### src/rtl/mem_access_stage.sv
// Memory-access pipeline stage: passes EX results through, or issues one data-memory
// request per load/store and stalls upstream until the memory acknowledges it.
module mem_access_stage #(
  parameter int unsigned WordSize = 32
) (
  input  logic                clk,
  input  logic                rstn,
  input  logic                valid_in,
  input  logic                branch_taken_in,
  input  logic [4:0]          rdn_in,
  input  logic [WordSize-1:0] pc_in,
  input  logic [WordSize-1:0] branch_addr_in,
  input  logic [WordSize-1:0] rs2d_in,
  input  logic [WordSize-1:0] alu_out_in,
  input  logic                mem_rd,
  input  logic                mem_wr,
  input  logic [1:0]          mem_size,
  input  logic                mem_unsigned,
  output logic                stall,
  output logic                dmem_req,
  output logic                dmem_we,
  output logic [WordSize-1:0] dmem_addr,
  output logic [WordSize-1:0] dmem_wdata,
  output logic [3:0]          dmem_be,
  input  logic                dmem_ack,
  input  logic [WordSize-1:0] dmem_rdata,
  output logic                valid_out,
  output logic                branch_taken,
  output logic                misalign,
  output logic [4:0]          rdn,
  output logic [WordSize-1:0] pc,
  output logic [WordSize-1:0] branch_addr,
  output logic [WordSize-1:0] wb_data
);

  localparam int unsigned BeW  = 4;
  localparam int unsigned RegW = 5;

  typedef enum logic {IDLE, ACCESS} state_e;

  state_e              state_q, state_d;
  logic [WordSize-1:0] req_addr_q, req_addr_d, req_wdata_q, req_wdata_d;
  logic [WordSize-1:0] req_pc_q, req_pc_d, req_baddr_q, req_baddr_d;
  logic [1:0]          req_size_q, req_size_d;
  logic                req_uns_q, req_uns_d, req_we_q, req_we_d, req_bt_q, req_bt_d;
  logic [RegW-1:0]     req_rdn_q, req_rdn_d;
  logic [BeW-1:0]      req_be_q, req_be_d;

  logic                valid_out_d, branch_taken_d, misalign_d;
  logic [RegW-1:0]     rdn_d;
  logic [WordSize-1:0] pc_d, branch_addr_d, wb_data_d;

  logic                aligned_c;
  logic [BeW-1:0]      be_c;
  logic [WordSize-1:0] wdata_c, load_data_c;
  logic [7:0]          lane_b;
  logic [15:0]         lane_h;

  // Memory interface is driven straight from the captured request while in ACCESS
  assign stall      = (state_q == ACCESS);
  assign dmem_req   = (state_q == ACCESS);
  assign dmem_we    = (state_q == ACCESS) && req_we_q;
  assign dmem_be    = (state_q == ACCESS) ? req_be_q : '0;
  assign dmem_addr  = {req_addr_q[WordSize-1:2], 2'b00};
  assign dmem_wdata = req_wdata_q;

  // Alignment, byte enables and replicated store data for the incoming op
  always_comb begin
    aligned_c = 1'b1;
    be_c      = 4'b1111;
    wdata_c   = rs2d_in;
    case (mem_size)
      2'b00: begin
        be_c    = 4'b0001 << alu_out_in[1:0];
        wdata_c = WordSize'({4{rs2d_in[7:0]}});
      end
      2'b01: begin
        aligned_c = ~alu_out_in[0];
        be_c      = alu_out_in[1] ? 4'b1100 : 4'b0011;
        wdata_c   = WordSize'({2{rs2d_in[15:0]}});
      end
      default: aligned_c = (alu_out_in[1:0] == 2'b00);
    endcase
  end

  // Lane select and extension of returning load data
  always_comb begin
    lane_h = req_addr_q[1] ? dmem_rdata[31:16] : dmem_rdata[15:0];
    case (req_addr_q[1:0])
      2'b00:   lane_b = dmem_rdata[7:0];
      2'b01:   lane_b = dmem_rdata[15:8];
      2'b10:   lane_b = dmem_rdata[23:16];
      default: lane_b = dmem_rdata[31:24];
    endcase
    if (req_size_q[1])
      load_data_c = dmem_rdata;
    else if (req_size_q[0])
      load_data_c = req_uns_q ? WordSize'(lane_h) : {{(WordSize-16){lane_h[15]}}, lane_h};
    else
      load_data_c = req_uns_q ? WordSize'(lane_b) : {{(WordSize-8){lane_b[7]}}, lane_b};
  end

  // Next-state and register-update logic
  always_comb begin
    state_d        = state_q;
    req_addr_d     = req_addr_q;
    req_wdata_d    = req_wdata_q;
    req_pc_d       = req_pc_q;
    req_baddr_d    = req_baddr_q;
    req_size_d     = req_size_q;
    req_uns_d      = req_uns_q;
    req_we_d       = req_we_q;
    req_bt_d       = req_bt_q;
    req_rdn_d      = req_rdn_q;
    req_be_d       = req_be_q;
    valid_out_d    = valid_out;
    branch_taken_d = branch_taken;
    misalign_d     = misalign;
    rdn_d          = rdn;
    pc_d           = pc;
    branch_addr_d  = branch_addr;
    wb_data_d      = wb_data;

    case (state_q)
      IDLE: begin
        if (!valid_in) begin
          valid_out_d    = 1'b0;
          branch_taken_d = 1'b0;
        end else if (!(mem_rd || mem_wr) || !aligned_c) begin
          // Pass-through ALU result, or a misaligned op reported without a request
          valid_out_d    = 1'b1;
          misalign_d     = mem_rd || mem_wr;
          rdn_d          = (mem_rd || mem_wr) ? '0 : rdn_in;
          pc_d           = pc_in;
          branch_addr_d  = branch_addr_in;
          branch_taken_d = branch_taken_in;
          wb_data_d      = alu_out_in;
        end else begin
          req_addr_d     = alu_out_in;
          req_wdata_d    = wdata_c;
          req_be_d       = be_c;
          req_size_d     = mem_size;
          req_uns_d      = mem_unsigned;
          req_we_d       = mem_wr;
          req_rdn_d      = rdn_in;
          req_pc_d       = pc_in;
          req_baddr_d    = branch_addr_in;
          req_bt_d       = branch_taken_in;
          valid_out_d    = 1'b0;
          branch_taken_d = 1'b0;
          state_d        = ACCESS;
        end
      end
      ACCESS: begin
        if (dmem_ack) begin
          valid_out_d    = 1'b1;
          misalign_d     = 1'b0;
          rdn_d          = req_we_q ? '0 : req_rdn_q;
          pc_d           = req_pc_q;
          branch_addr_d  = req_baddr_q;
          branch_taken_d = req_bt_q;
          wb_data_d      = req_we_q ? req_addr_q : load_data_c;
          state_d        = IDLE;
        end
      end
      default: state_d = IDLE;
    endcase
  end

  always_ff @(posedge clk or negedge rstn) begin
    if (!rstn) begin
      state_q      <= IDLE;
      req_addr_q   <= '0;
      req_wdata_q  <= '0;
      req_pc_q     <= '0;
      req_baddr_q  <= '0;
      req_size_q   <= '0;
      req_uns_q    <= 1'b0;
      req_we_q     <= 1'b0;
      req_bt_q     <= 1'b0;
      req_rdn_q    <= '0;
      req_be_q     <= '0;
      valid_out    <= 1'b0;
      branch_taken <= 1'b0;
      misalign     <= 1'b0;
      rdn          <= '0;
      pc           <= '0;
      branch_addr  <= '0;
      wb_data      <= '0;
    end else begin
      state_q      <= state_d;
      req_addr_q   <= req_addr_d;
      req_wdata_q  <= req_wdata_d;
      req_pc_q     <= req_pc_d;
      req_baddr_q  <= req_baddr_d;
      req_size_q   <= req_size_d;
      req_uns_q    <= req_uns_d;
      req_we_q     <= req_we_d;
      req_bt_q     <= req_bt_d;
      req_rdn_q    <= req_rdn_d;
      req_be_q     <= req_be_d;
      valid_out    <= valid_out_d;
      branch_taken <= branch_taken_d;
      misalign     <= misalign_d;
      rdn          <= rdn_d;
      pc           <= pc_d;
      branch_addr  <= branch_addr_d;
      wb_data      <= wb_data_d;
    end
  end

endmodule
### config.mk
export PLATFORM = sky130hd
export DESIGN_NAME = mem_access_stage
export DESIGN_NICKNAME = d
export VERILOG_FILES = /design/src/rtl/mem_access_stage.sv
export SDC_FILE = /design/constraint.sdc
export NUM_CORES = 1
export LEC_CHECK = 0
export BUFFER_PORTS_ARGS = -buffer_cell sky130_fd_sc_hd__buf_4
export CELL_PAD_IN_SITES_DETAIL_PLACEMENT = 1
export CELL_PAD_IN_SITES_GLOBAL_PLACEMENT = 1
export CORE_ASPECT_RATIO = 1.5
export CORE_UTILIZATION = 40
export CTS_CLUSTER_DIAMETER = 200
export DETAILED_ROUTE_END_ITERATION = 16
export PLACE_DENSITY = 0.81
export SLEW_MARGIN = 25
export SYNTH_ARGS = -nofsm -noshare
export SYNTH_HDL_FRONTEND = slang
export SYNTH_SLANG_ARGS = --single-unit
### constraint.sdc
create_clock -name clk -period 2.23 [get_ports clk]
set_input_delay 0.1115 -clock clk [delete_from_list [all_inputs] [get_ports clk]]
set_output_delay 0.1115 -clock clk [all_outputs]
set_load 0.05 [all_outputs]
==> summary.md <==
| Metric | Value |
|---|---|
| Total gr overflow | 0 |
| Net Switching | between 0.008 and 0.009 W |
| Vias per cell | around 5.5 |
| Clock Power Share | roughly 22% |
| Switching share of power | 43.2% |
| CP delay by family, top | compound AO/OA/AOI/OAI gates |
| Root Buffer | clkbuf_16 |
| Pin count of the biggest net entering global routing | a little under 90 |
| Synth Area in Simple Gates | 8.07% |
| Clk buf depth | 3 |
| Core ar. | 28100 um^2 |
| Die H | 209 um |
| Row cnt | 75 |
| Worst path required time | between 2 and 3 ns |
| Vias in the first global route | roughly 12000 |
| Clk slew on worst S/H paths | ~0.070 ns |
| Area leader, netlist | dfrtp_1 |
| Hold_ws | 0.0311 ns |
| Worst EP arrival | 2.48 ns |
| Top cell type's share of synthesized area | ~54% |
| Min cycle time layout | between 2 and 2.5 ns |
| Initial antenna violation count | 8 |
| Yosys Warn Count | 0 |
| Clk Latency, worst-skew pair | 0.53 ns |
| GR Util All Layers | 29.8% |
| Final Hold Fails | 0 |
| Endpoints failing setup | 0 |
| Mux cell area share after synthesis | about a fifth |
| Worst Skew | roughly 0.013 ns |
| Port Buffers | 347 |
| Slew Limit Fails | 0 |
| First-pass GRT wire length | between 60 and 70 mm |
| Nets | 1651 |
| Fraction of layout cells with a size suffix above 1 | 35.1% |
| Most frequent cells in the layout | buf_4 (369), dfrtp_1 (246), dlygate4sd3_1 (153), nand2_1 (115), o21ai_0 (113) |
| Sequential cell area fraction in the yosys report | approximately 54% |
| Final WL | roughly 44 mm |
| Boundary Pins | 350 |
| Layout area overhead | 44.7% |
| Unique masters post-synth | 36 |
| Part of the power in registers | a little over a third |
| Power per cell area | between 1000 and 1500 nW/um^2 |
| Starting Density | between 40% and 50% |
| Router iterations before antenna repair | 5 |
| CTS tree | yes |
| Maximum VDD drop | roughly 0.74 mV |
| Register Area | 6180 um^2 |
| Residual DRC count | 0 |
| CP max-delay cell | dfrtp_1 |
| Synth Area in Compound Gates | approximately 12% |
| CP cell instances | nor2_1, a31oi_1, nand2_1, o221ai_1, a21oi_1 |
| Antenna viol nets, final | 0 |
| Crit path capture type | register |
| Area taken by multi-input logic gates | ~4600 um^2 |
| CTS Sinks | between 200 and 250 |
| Design Area, Final | 16500 um^2 |
| Top cells by area, synth | dfrtp_1 (54%), mux2_2 (9.8%), mux2i_1 (8.0%) |
| Postcts setup bufs | 0 |
| Die area | ~30000 um^2 |
| TritonCTS Buffers | 25 |
| Max Fclk | ~0.48 GHz |
| Starting DRT DRC Count | approximately 340 |
| Status | finished, final reports clean |
| Delay of the slowest critical-path stage | 0.65 ns |
| Synthesized area per cell | around 11 um^2 |
| P_leak | around 7.6 nW |
| Drt wl/cell | about 24 um |
| Combinational share of power | 42.7% |
| Synthesized area | approximately 11000 um^2 |
| Placer Congestion | about 0.9 |
| Max Cap Viol | 0 |
| Post-DP Area | between 10000 and 15000 um^2 |
| Setup CP Type | register to register |
| Syn Inst Count | just over 1000 |
| Hpwl dp | between 20 and 30 mm |
| Final Cycle Share | a little over nine tenths |
| Post-synthesis xor/xnor area fraction | 0% |
| Post-Synth Adder-Cell Area | 0% |
| Worst slew pin tran | about 0.82 ns |
| Register bit total from synthesis | ~250 |
| Worst Setup Start Kind | register |
| HP Class | input pin to register |
| Max_slew headroom | between 40% and 50% |
| RSZ-0062 raised after global routing | false |
| Largest family of logic cells by synthesized area | multiplexers |
| Pint | roughly 0.011 W |
| Design Power | around 0.019 W |
| Vias | about 10000 |
| Chip Width | ~140 um |
| H-tree level count | 1 |
| Worst Path Buf+Inv | 0 |
| Worst R2R Setup Slack | ~0.14 ns |
| Fillcell total | slightly below 3000 |
| Setup TNS | 0 ns |
| Commonest non-fill, non-tap cell in the layout | buf_4 |
| CP Max Fanout | 16 |
-- worst reg2reg max path: stages, from the launching register on --
cell	delay, ns
dfrtp_1	0.65
nor2_1	0.15
a31oi_1	0.24
nand2_1	0.44
o221ai_1	0.36
a21oi_1	0.12
-- through the flow --
step,cells,utilization [%],setup slack [ns]
detailed placement,1642,50.5,0.112
CTS,1837,58.8,0.0658
global route,1845,58.9,0.0179
floorplan,1024,-,0.234
finish,1845,58.9,0.142
global placement,1642,50.5,0.252
-- final timing paths --
| kind | cells after the start | to | startpoint |
|---|---|---|---|
| setup / recovery | 5 | wb_data[20]$_DFFE_PN0P_ | req_size_q[1]$_DFFE_PN0P_ |
| hold / removal | 4 | misalign$_DFFE_PN0P_ | mem_size[1] |
| setup reg to reg | 5 | wb_data[20]$_DFFE_PN0P_ | req_size_q[1]$_DFFE_PN0P_ |
| hold reg to reg | 2 | req_be_q[2]$_DFFE_PN0P_ | req_be_q[2]$_DFFE_PN0P_ |
| max in group asynchronous | 3 | wb_data[3]$_DFFE_PN0P_ | rstn |
| min in group asynchronous | 2 | req_addr_q[26]$_DFFE_PN0P_ | rstn |
-- cells in the mapped netlist --
| master | n |
|---|---|
| a21oi_1 | 44 |
| a31oi_1 | 8 |
| clkinv_1 | 2 |
| o211ai_1 | 1 |
| mux2_1 | 21 |
| o21ai_0 | 113 |
| conb_1 | 1 |
| nand3b_1 | 1 |
| nor2b_1 | 2 |
| buf_6 | 10 |
| o32ai_1 | 1 |
| mux2i_1 | 91 |
| a222oi_1 | 1 |
| mux2_2 | 99 |
| and2_4 | 2 |
| o21ba_2 | 1 |
| mux4_2 | 1 |
| nor3b_2 | 1 |
| dfrtp_1 | 247 |
| clkbuf_1 | 26 |
| nand2b_1 | 2 |
| o21ai_1 | 9 |
| clkbuf_2 | 1 |
| buf_2 | 34 |
| inv_1 | 4 |
| nor2_1 | 67 |
| o311ai_2 | 1 |
| nand2_1 | 115 |
| nor3_1 | 9 |
| o221ai_1 | 24 |
| and2_1 | 21 |
| a221oi_1 | 19 |
| buf_4 | 34 |
| o21a_1 | 2 |
| o22ai_1 | 7 |
| a22o_1 | 1 |
-- sequential cells by signal, summed over array words and instances (netlist names), 2 cells and up --
name	cells
branch_addr	32
dmem_wdata	32
pc	32
rdn	5
req_addr_q	32
req_baddr_q	32
req_be_q	4
req_pc_q	32
req_rdn_q	5
req_size_q	2
wb_data	32
-- cells by family after synthesis --
group	count (synthesis)
AOI/OAI and AO/OA	232
and+or+nand+nor	220
other	1
muxes	212
buffers and inverters	111
DFF	247
-- repair_timing --
item,in CTS,in global routing
pin swaps,0,0
hold buffers,153,0
setup endpoints to repair,1,6
resized for setup,1,2
hold endpoints to repair,306,0
-- area by class of cell --
cell class,instances,area share [%]
Sequential cell,247,37.4
Multi-Input combinational cell,666,27.9
Timing Repair Buffer,530,26.9
Clock buffer,35,4.37
Tap cell,346,2.62
Clock inverter,7,0.514
Inverter,6,0.136
Antenna cell,8,0.121
-- layer usage --
layer / GRT usage, % / part of all wire, % / vias up / wire length (um)
li1: - / - / 4494 / -
met1: 31.0 / 34 / 5086 / 15000
met2: 53.9 / 53 / 449 / 23000
met3: 5.11 / 5.6 / 166 / 2450
met4: 21.4 / 7.2 / 0 / 3140
met5: 0 / 0 / - / 0
-- power by group through the flow --
| stage | registers [W] | clock network (W) | logic, W |
|---|---|---|---|
| after floorplan | 0.00899 | 0 | 0.00292 |
| after global placement | 0.00662 | 0 | 0.00762 |
| after detailed placement | 0.00669 | 0 | 0.00780 |
| after CTS | 0.00664 | 0.00434 | 0.00806 |
| after global routing | 0.00686 | 0.00452 | 0.00857 |
| final | 0.00672 | 0.00430 | 0.00822 |
(Power assumes the default switching activity.)
